--- src/rtl/button_event_ctrl.sv ---
// Classifies debounced button presses as single/double, arbitrates them round-robin
// and queues the resulting events in a small first-word-fall-through FIFO.
module button_event_ctrl #(
    parameter int unsigned N_BTN      = 4,
    parameter int unsigned ID_W       = 2,
    parameter int unsigned WINDOW     = 25_000_000,
    parameter int unsigned FIFO_DEPTH = 4
) (
    input  logic             clk,
    input  logic             reset,
    input  logic [N_BTN-1:0] btn_pulse,
    input  logic             enable,
    output logic             evt_valid,
    input  logic             evt_ready,
    output logic [ID_W-1:0]  evt_id,
    output logic             evt_double,
    output logic             fifo_full,
    output logic [7:0]       drop_count
);

    localparam int unsigned CNT_W = $clog2(WINDOW);
    localparam int unsigned AW    = $clog2(FIFO_DEPTH);
    localparam int unsigned CW    = AW + 1;

    typedef enum logic [1:0] {
        S_IDLE = 2'd0,
        S_WAIT = 2'd1,
        S_PEND = 2'd2
    } btn_state_e;

    typedef struct packed {
        logic [ID_W-1:0] id;
        logic            dbl;
    } evt_t;

    // Per-button classifier state
    btn_state_e       state_q [N_BTN];
    btn_state_e       state_d [N_BTN];
    logic [CNT_W-1:0] cnt_q   [N_BTN];
    logic [CNT_W-1:0] cnt_d   [N_BTN];
    logic [N_BTN-1:0] type_q, type_d;
    logic [N_BTN-1:0] pulse, pend, drop_vec;

    // Arbiter
    logic [ID_W-1:0]  rr_q, rr_d;
    logic [N_BTN-1:0] eligible, rr_mask, sel_hi, sel, grant;
    logic             grant_any, grant_dbl, can_grant;
    logic [ID_W-1:0]  grant_idx;

    // Event FIFO and registered outputs
    evt_t             mem_q [FIFO_DEPTH];
    logic [AW-1:0]    wr_ptr_q, wr_ptr_d, rd_ptr_q, rd_ptr_d;
    logic [CW-1:0]    count_q, count_d, remain;
    logic             push, pop;
    evt_t             push_data, head_d;
    logic             valid_q, full_q, dbl_q;
    logic [ID_W-1:0]  id_q;
    logic [7:0]       drop_q, drop_d;
    logic [15:0]      drop_sum;

    assign pulse = btn_pulse & {N_BTN{enable}};

    always_comb begin
        for (int i = 0; i < N_BTN; i++) begin
            pend[i] = (state_q[i] == S_PEND);
        end
    end

    // Round-robin arbiter: prefer PEND buttons at or above the pointer, else wrap to the lowest.
    always_comb begin
        pop       = valid_q & evt_ready;
        can_grant = ~full_q | pop;
        eligible  = pend & {N_BTN{can_grant}};
        for (int i = 0; i < N_BTN; i++) begin
            rr_mask[i] = (ID_W'(i) >= rr_q);
        end
        sel_hi    = eligible & rr_mask;
        sel       = (|sel_hi) ? sel_hi : eligible;
        grant_any = |sel;
        grant_idx = '0;
        grant_dbl = 1'b0;
        for (int i = N_BTN - 1; i >= 0; i--) begin
            if (sel[i]) begin
                grant_idx = ID_W'(i);
                grant_dbl = type_q[i];
            end
        end
        for (int i = 0; i < N_BTN; i++) begin
            grant[i] = grant_any && (ID_W'(i) == grant_idx);
        end
        rr_d = rr_q;
        if (grant_any) begin
            rr_d = (grant_idx == ID_W'(N_BTN - 1)) ? '0 : grant_idx + ID_W'(1);
        end
    end

    // Per-button next state: IDLE -> WAIT -> PEND -> (grant) IDLE or a fresh WAIT
    always_comb begin
        type_d   = type_q;
        drop_vec = '0;
        for (int i = 0; i < N_BTN; i++) begin
            state_d[i] = state_q[i];
            cnt_d[i]   = cnt_q[i];
            case (state_q[i])
                S_IDLE: begin
                    if (pulse[i]) begin
                        state_d[i] = S_WAIT;
                        cnt_d[i]   = '0;
                    end
                end
                S_WAIT: begin
                    cnt_d[i] = cnt_q[i] + CNT_W'(1);
                    if (pulse[i]) begin
                        state_d[i] = S_PEND;
                        type_d[i]  = 1'b1;
                    end else if (cnt_q[i] == CNT_W'(WINDOW - 1)) begin
                        state_d[i] = S_PEND;
                        type_d[i]  = 1'b0;
                    end
                end
                S_PEND: begin
                    if (grant[i]) begin
                        state_d[i] = pulse[i] ? S_WAIT : S_IDLE;
                        cnt_d[i]   = '0;
                    end else if (pulse[i]) begin
                        drop_vec[i] = 1'b1;
                    end
                end
                default: begin
                    state_d[i] = S_IDLE;
                end
            endcase
        end
    end

    // Several buttons may drop in one cycle; sum them and saturate.
    always_comb begin
        drop_sum = 16'(drop_q);
        for (int i = 0; i < N_BTN; i++) begin
            drop_sum = drop_sum + 16'(drop_vec[i]);
        end
        drop_d = (drop_sum > 16'd255) ? 8'hFF : drop_sum[7:0];
    end

    // FIFO bookkeeping; the head register is loaded from the post-edge FIFO contents.
    always_comb begin
        push         = grant_any;
        push_data.id = grant_idx;
        push_data.dbl = grant_dbl;
        count_d      = count_q + CW'(push) - CW'(pop);
        wr_ptr_d     = wr_ptr_q + AW'(push);
        rd_ptr_d     = rd_ptr_q + AW'(pop);
        remain       = count_q - CW'(pop);
        head_d       = '0;
        if (remain == '0) begin
            if (push) begin
                head_d = push_data;
            end
        end else begin
            head_d = mem_q[rd_ptr_d];
        end
    end

    always_ff @(posedge clk) begin
        if (reset) begin
            for (int i = 0; i < N_BTN; i++) begin
                state_q[i] <= S_IDLE;
                cnt_q[i]   <= '0;
            end
            type_q   <= '0;
            rr_q     <= '0;
            wr_ptr_q <= '0;
            rd_ptr_q <= '0;
            count_q  <= '0;
            valid_q  <= 1'b0;
            full_q   <= 1'b0;
            id_q     <= '0;
            dbl_q    <= 1'b0;
            drop_q   <= '0;
        end else begin
            for (int i = 0; i < N_BTN; i++) begin
                state_q[i] <= state_d[i];
                cnt_q[i]   <= cnt_d[i];
            end
            type_q   <= type_d;
            rr_q     <= rr_d;
            wr_ptr_q <= wr_ptr_d;
            rd_ptr_q <= rd_ptr_d;
            count_q  <= count_d;
            valid_q  <= (count_d != '0);
            full_q   <= (count_d == CW'(FIFO_DEPTH));
            id_q     <= head_d.id;
            dbl_q    <= head_d.dbl;
            drop_q   <= drop_d;
        end
    end

    // Storage needs no reset: entries are only read once written.
    always_ff @(posedge clk) begin
        if (!reset && push) begin
            mem_q[wr_ptr_q] <= push_data;
        end
    end

    assign evt_valid  = valid_q;
    assign evt_id     = id_q;
    assign evt_double = dbl_q;
    assign fifo_full  = full_q;
    assign drop_count = drop_q;

endmodule

--- config.mk ---
export PLATFORM = sky130hd
export DESIGN_NAME = button_event_ctrl
export DESIGN_NICKNAME = d
export VERILOG_FILES = /design/src/rtl/button_event_ctrl.sv
export SDC_FILE = /design/constraint.sdc
export NUM_CORES = 1
export LEC_CHECK = 0
export BUFFER_PORTS_ARGS = -buffer_cell sky130_fd_sc_hd__buf_2
export CAP_MARGIN = 20
export CELL_PAD_IN_SITES_DETAIL_PLACEMENT = 1
export CELL_PAD_IN_SITES_GLOBAL_PLACEMENT = 1
export CORE_MARGIN = 5
export CORE_UTILIZATION = 30
export DETAILED_ROUTE_END_ITERATION = 7
export GPL_ROUTABILITY_DRIVEN = 0
export PLACE_DENSITY_LB_ADDON = 0.1
export SLEW_MARGIN = 20
export SYNTH_ARGS = -nofsm -noshare
export SYNTH_HDL_FRONTEND = slang
export SYNTH_SLANG_ARGS = --single-unit
--- constraint.sdc ---
create_clock -name clk -period 5.3 [get_ports clk]
set_input_delay 1.06 -clock clk [delete_from_list [all_inputs] [get_ports clk]]
set_output_delay 1.06 -clock clk [all_outputs]
set_load 0.03 [all_outputs]
======== Word level (Yosys, flattened, before mapping) ========
Memories as Yosys holds them, arrays and structs flattened.
Index checks and enable logic that the tools add are counted.
cells by class
  add/sub/neg operators ................... 14
  magnitude comparators ................... 5
  equality and inequality tests ........... 17
  muxes and demuxes ....................... 82
  bitwise logic cells ..................... 14
  reduce and logical (&&, ||, !) cells .... 23
operator list
  kind                                                             number
  two-way mux 25 bit                                               12
  one-hot mux 25 bit (3 select lines)                              4
  adder 25 x 1 -> 25 bit (second input constant)                   4
  equality test 25 bit (second input constant)                     4
  two-way mux 2 bit                                                25
  two-way mux 1 bit                                                33
  one-hot mux 2 bit (3 select lines)                               4
  adder 11 x 1 -> 12 bit                                           1
  bitwise AND 4 bit                                                3
  greater-than comparator 12 x 8 -> 1 bit (second input constant)  1
  adder 10 x 1 -> 11 bit                                           1
  adder 9 x 1 -> 10 bit                                            1
  equality test 2 bit (second input constant)                      5
  logical NOT 2 bit                                                5
  adder 8 x 1 -> 9 bit                                             1
  OR 1 bit                                                         9
  equality test 2 x 1 -> 1 bit (second input constant)             4
  two-way mux 8 bit                                                1
  AND reduction 2 bit                                              4
  nonzero test 2 bit                                               4
  OR reduction 4 bit                                               2
  two-way mux 3 bit                                                2
  subtractor 3 x 1 -> 3 bit                                        2
  logical AND 1 bit                                                5
  14 further kinds                                                 18
word-level totals
  flip-flop bits (word level) ............. 26
  bits in writable memories ............... 120
  input port bits ......................... 8
  word-level logic and storage cells ...... 171
  memories kept ........................... 3
memory list
  memory   depth  bits a word  read ports  clocked after Yosys merged registers in  wr ports  RTL line  source
  cnt_q    4      25           4           0                                        4         39        logic [CNT_W-1:0] cnt_q [N_BTN];
  mem_q    4      3            1           0                                        1         51        evt_t mem_q [FIFO_DEPTH];
  state_q  4      2            4           0                                        4         37        btn_state_e state_q [N_BTN];

======== Depth between registers and ports, before layout ========
  depth in word-level cells ............... 20
  mapped depth ............................ 17
  depth with buffers taken out ............ 16

======== Worst setup path before layout ========
Ideal clock, no wire load.
  path kind ............................... input to register
  start point ............................. input port evt_ready
  end point ............................... register drop_q[4] (netlist: drop_count[4])
  arrival ................................. 4.139 ns
  data required time ...................... 5.209 ns
  setup slack ............................. 1.070 ns
  stages on the path ...................... 15
  path through ............................ a21bo_2 -> o31ai_1 -> a221oi_1 -> inv_1 -> ha_1 -> a21oi_1 -> nand2_1 -> fa_1 -> inv_1 -> fa_1 -> inv_1 -> fa_1 -> inv_1 -> a31oi_1 -> a311oi_1
on the way
  longest elaborated chain between the ends .. 20
RTL lines
  element                                  RTL line  source
  start: declaration                       14        input logic evt_ready,
  bitwise AND 1 bit *                      71        pop = valid_q & evt_ready;
  OR 1 bit *                               72        can_grant = ~full_q | pop;
  bitwise AND 4 bit *                      73        eligible = pend & {N_BTN{can_grant}};
  bitwise AND 4 bit                        77        sel_hi = eligible & rr_mask;
  OR reduction 4 bit                       78        sel = (|sel_hi) ? sel_hi : eligible;
  two-way mux 4 bit *                      78
  two-way mux 2 bit (3 in series)          83        if (sel[i]) begin
  two-way mux 2 bit *                      83
  named net grant_idx[0]                   48        logic [ID_W-1:0] grant_idx;
  [2 not listed]                           -
  two-way mux 1 bit                        122       if (grant[i]) begin
  two-way mux 1 bit                        104       case (state_q[i])
  adder 8 x 1 -> 9 bit                     140       drop_sum = drop_sum + 16'(drop_vec[i]);
  adder 9 x 1 -> 10 bit                    140
  adder 10 x 1 -> 11 bit                   140
  adder 11 x 1 -> 12 bit *                 140
  greater-than comparator 12 x 8 -> 1 bit  142       drop_d = (drop_sum > 16'd255) ? 8'hFF : drop_sum[7:0];
  two-way mux 8 bit *                      142
  end signal: assignment                   194       drop_q <= drop_d;
  end: declaration                         58        logic [7:0] drop_q, drop_d;
Mark *: on every way through the listed nets, which the timed path passes. The rest lies on a longest branch.
A chain may end at the register's enable or synchronous reset.

======== Final worst setup path ========
  start point ............................. input port evt_ready
  end point ............................... register drop_q[0] (netlist: drop_count[0])
Same word-level chain as after synthesis.

==> metrics.csv <==
metric,value,unit
top_reg_cell synth,dfxtp_1,
endpoints failing hold,0,
TritonCTS clock tree,built,
RSZ-0062 raised after global routing,no,
Routed wire per std cell,17.4,µm
Slew headroom,40.5,%
first-pass GRT wire length,37.1,mm
Worst Skew,0.0166,ns
P&R area growth vs syn,12.4,%
synthesized area,7740,µm²
CTS Sinks,146,
"Async S/R FF share, synth",0,%
Die Ht,171,µm
fin crit share,75.6,%
layout cells sized above 1,8.64,%
# hold bufs at CTS,0,
Port Buf Inserts,20,
Hold Crit Depth,1,
drt initial violations,246,
"Slew Viols, Final",0,
status,"finished, final reports clean",
Synth warnings,0,
DR vias/cell,5.49,
Peak supply drop,219,µV
syn avg cell area,8.34,µm²
setup bufs post-CTS,0,
Power Dens Cells,316,nW/µm²
# setup viols final,0,
Critical Path RT,5.59,ns
die width,171,µm
crit path max fanout,9,
type of the worst min-delay path,reg2reg,
filler cell count,3015,
"leading cell types in the layout, fill and taps excluded","dfxtp_1 (134), nor2_1 (90), nand2_1 (82)",
post-synthesis sequential area ratio,39.3,%
worst skew pair latency,0.43,ns
CTS resizes,0,
H-Tree Depth,4,
row count,58,
cell mode on critical path,inv_1,
core area,25300,µm²
crit-path cells,buf_2 > a21bo_2 > o31ai_1 > a221oi_1 > buf_4 > inv_1 > ha_1 > a21oi_1 > nand2_1 > fa_1 > inv_1 > fa_1 > inv_1 > fa_1 > inv_1 > nand2b_1 > a21oi_1,
TritonCTS Buffers,17,
WS Path Type,in2reg,
CTS root buf,clkbuf_16,
"antenna viol nets, final",0,
Final nets,952,
Crit path arrival time,4.30,ns
die area,29100,µm²
largest net degree at the start of global routing,65,
crit end category,flop,
CTS Buffer Depth,2,
Overflow after GRT,0,
initial core utilization,30.6,%
DR pass1 iterations,6,
clock-pin slew on the worst setup and hold paths,0.07,ns
reg-to-reg critical path startpoint,state_q[0][0],
Tot Pwr,0.00275,W
number of I/O pins,21,
Worst-Margin Slew,0.893,ns
crit path launch type,input pin,
slowest CP cell,fa_1,
Peak Freq,0.249,GHz
Post-Layout Cell Count,1268,
total track usage,15.5,%
Worst Hold Margin,0.465,ns
minimum clock period,4.01,ns
number of global-route vias before repair,7079,
Mapped Cells,928,
r2r setup slk,1.38,ns
Post-synth EDFFs,12,
DR vias,6963,
leakage,2.91,nW
critical hold path startpoint,cnt_q[2][21],
synthesized flop and latch total,146,
Yosys cell types,66,
Max-cap violations,0,
Setup TNS Final,0,ns
ant diodes,0,
Post-route DRC,0,
DP HPWL,14.9,mm
Reg2Reg Capture Point,drop_count[0],
"most common cell after layout, fill and taps aside",dfxtp_1,
CP peak stage delay,0.49,ns
placed instance count,1236,
cells on worst reg2reg path,16,
"Core Util, Final",34.3,%
initial antenna violation count,0,
Hold EP,cnt_q[2][21],
WL final,22.0,mm
syn nets,955,
[cells by family (layout without fill, tap and decap cells)]
logic type | Yosys count | after routing | synth area share, %
adders and majority gates | 19 | 19 | 3.46
DFF | 146 | 146 | 39.3
AOI/OAI and AO/OA | 276 | 276 | 23.4
muxes | 9 | 9 | 1.67
xor gates and xnor gates | 13 | 13 | 1.47
and+or+nand+nor | 386 | 386 | 26.8
buffers and inverters | 79 | 89 | 3.93
[worst max-delay path, delay by kind of cell]
family	cells	cell delay, ns
AOI/OAI and AO/OA	5	0.88
adders and majority gates	4	1.40
buffers and inverters	6	0.64
and+or+nand+nor	2	0.30
[layer usage]
| layer | track usage [%] | vias up | routed length, µm |
|---|---|---|---|
| met5 | 0 | - | 0 |
| met3 | 3.10 | 16 | 389 |
| met4 | 3.37 | 0 | 202 |
| met2 | 26.2 | 44 | 10500 |
| li1 | - | 3489 | - |
| met1 | 20.5 | 3414 | 10900 |
[how the worst max path moves through the flow]
stage	start	cells past startpoint	to
3_5_place_dp	evt_ready	17	drop_count[0]
6_report	evt_ready	17	drop_count[0]
3_3_place_gp	evt_ready	17	drop_count[0]
5_1_grt	state_q[0][0]	16	drop_count[3]
4_1_cts	evt_ready	17	drop_count[0]
2_1_floorplan	evt_ready	15	drop_count[4]
[stage by stage]
step | setup WS (ns) | instance area [µm²]
after CTS | 1.26 | 8700
final | 1.29 | 8700
after detailed placement | 0.822 | 8140
after global routing | 1.00 | 8700
after global placement | 0.924 | 8140
after floorplan | 1.07 | 7740
[where the power goes]
group | total [W] | internal (W) | switching, W
Sequential | 0.00118 | 0.00115 | 0.0000278
Clock | 0.00118 | 0.000674 | 0.000507
Combinational | 0.000394 | 0.000141 | 0.000253
Total | 0.00275 | 0.00196 | 0.000788
[state kept, by name, indices dropped and copies added (netlist names)]
name and count:
rd_ptr_q 2, evt_double 1, evt_valid 1, type_q 4, wr_ptr_q 2, rr_q 2
cnt_q 100, evt_id 2, mem_q 12, count_q 3, state_q 8, drop_count 8
fifo_full 1
[area by class of cell]
cell class	count	area [µm²]	share of cell area, %
Clock buffer	20	458	5.26
Clock inverter	12	105	1.21
Inverter	25	93.8	1.08
Multi-Input combinational cell	703	4390	50.5
Sequential cell	146	3040	35.0
Tap cell	330	413	4.75
Timing Repair Buffer	32	193	2.22
[synthesized netlist by cell type, types with 12 or more instances]
library cell | count | area share [%]
nor3_1 | 18 | 1.2
a21oi_1 | 74 | 4.8
a31oi_1 | 31 | 2.5
nor2_1 | 90 | 4.4
and2_1 | 16 | 1.3
nor2b_1 | 13 | 1.1
a311oi_1 | 29 | 3.3
o21ai_0 | 60 | 3.9
ha_1 | 15 | 2.4
edfxtp_1 | 12 | 4.7
and3_1 | 26 | 2.1
nand3_1 | 44 | 2.8
nand4_1 | 17 | 1.4
inv_1 | 25 | 1.2
clkbuf_1 | 43 | 2.1
a41oi_1 | 19 | 2.2
dfxtp_1 | 134 | 35
nand2_1 | 82 | 4.0
or4_1 | 13 | 1.3
(Power assumes the default switching activity.)
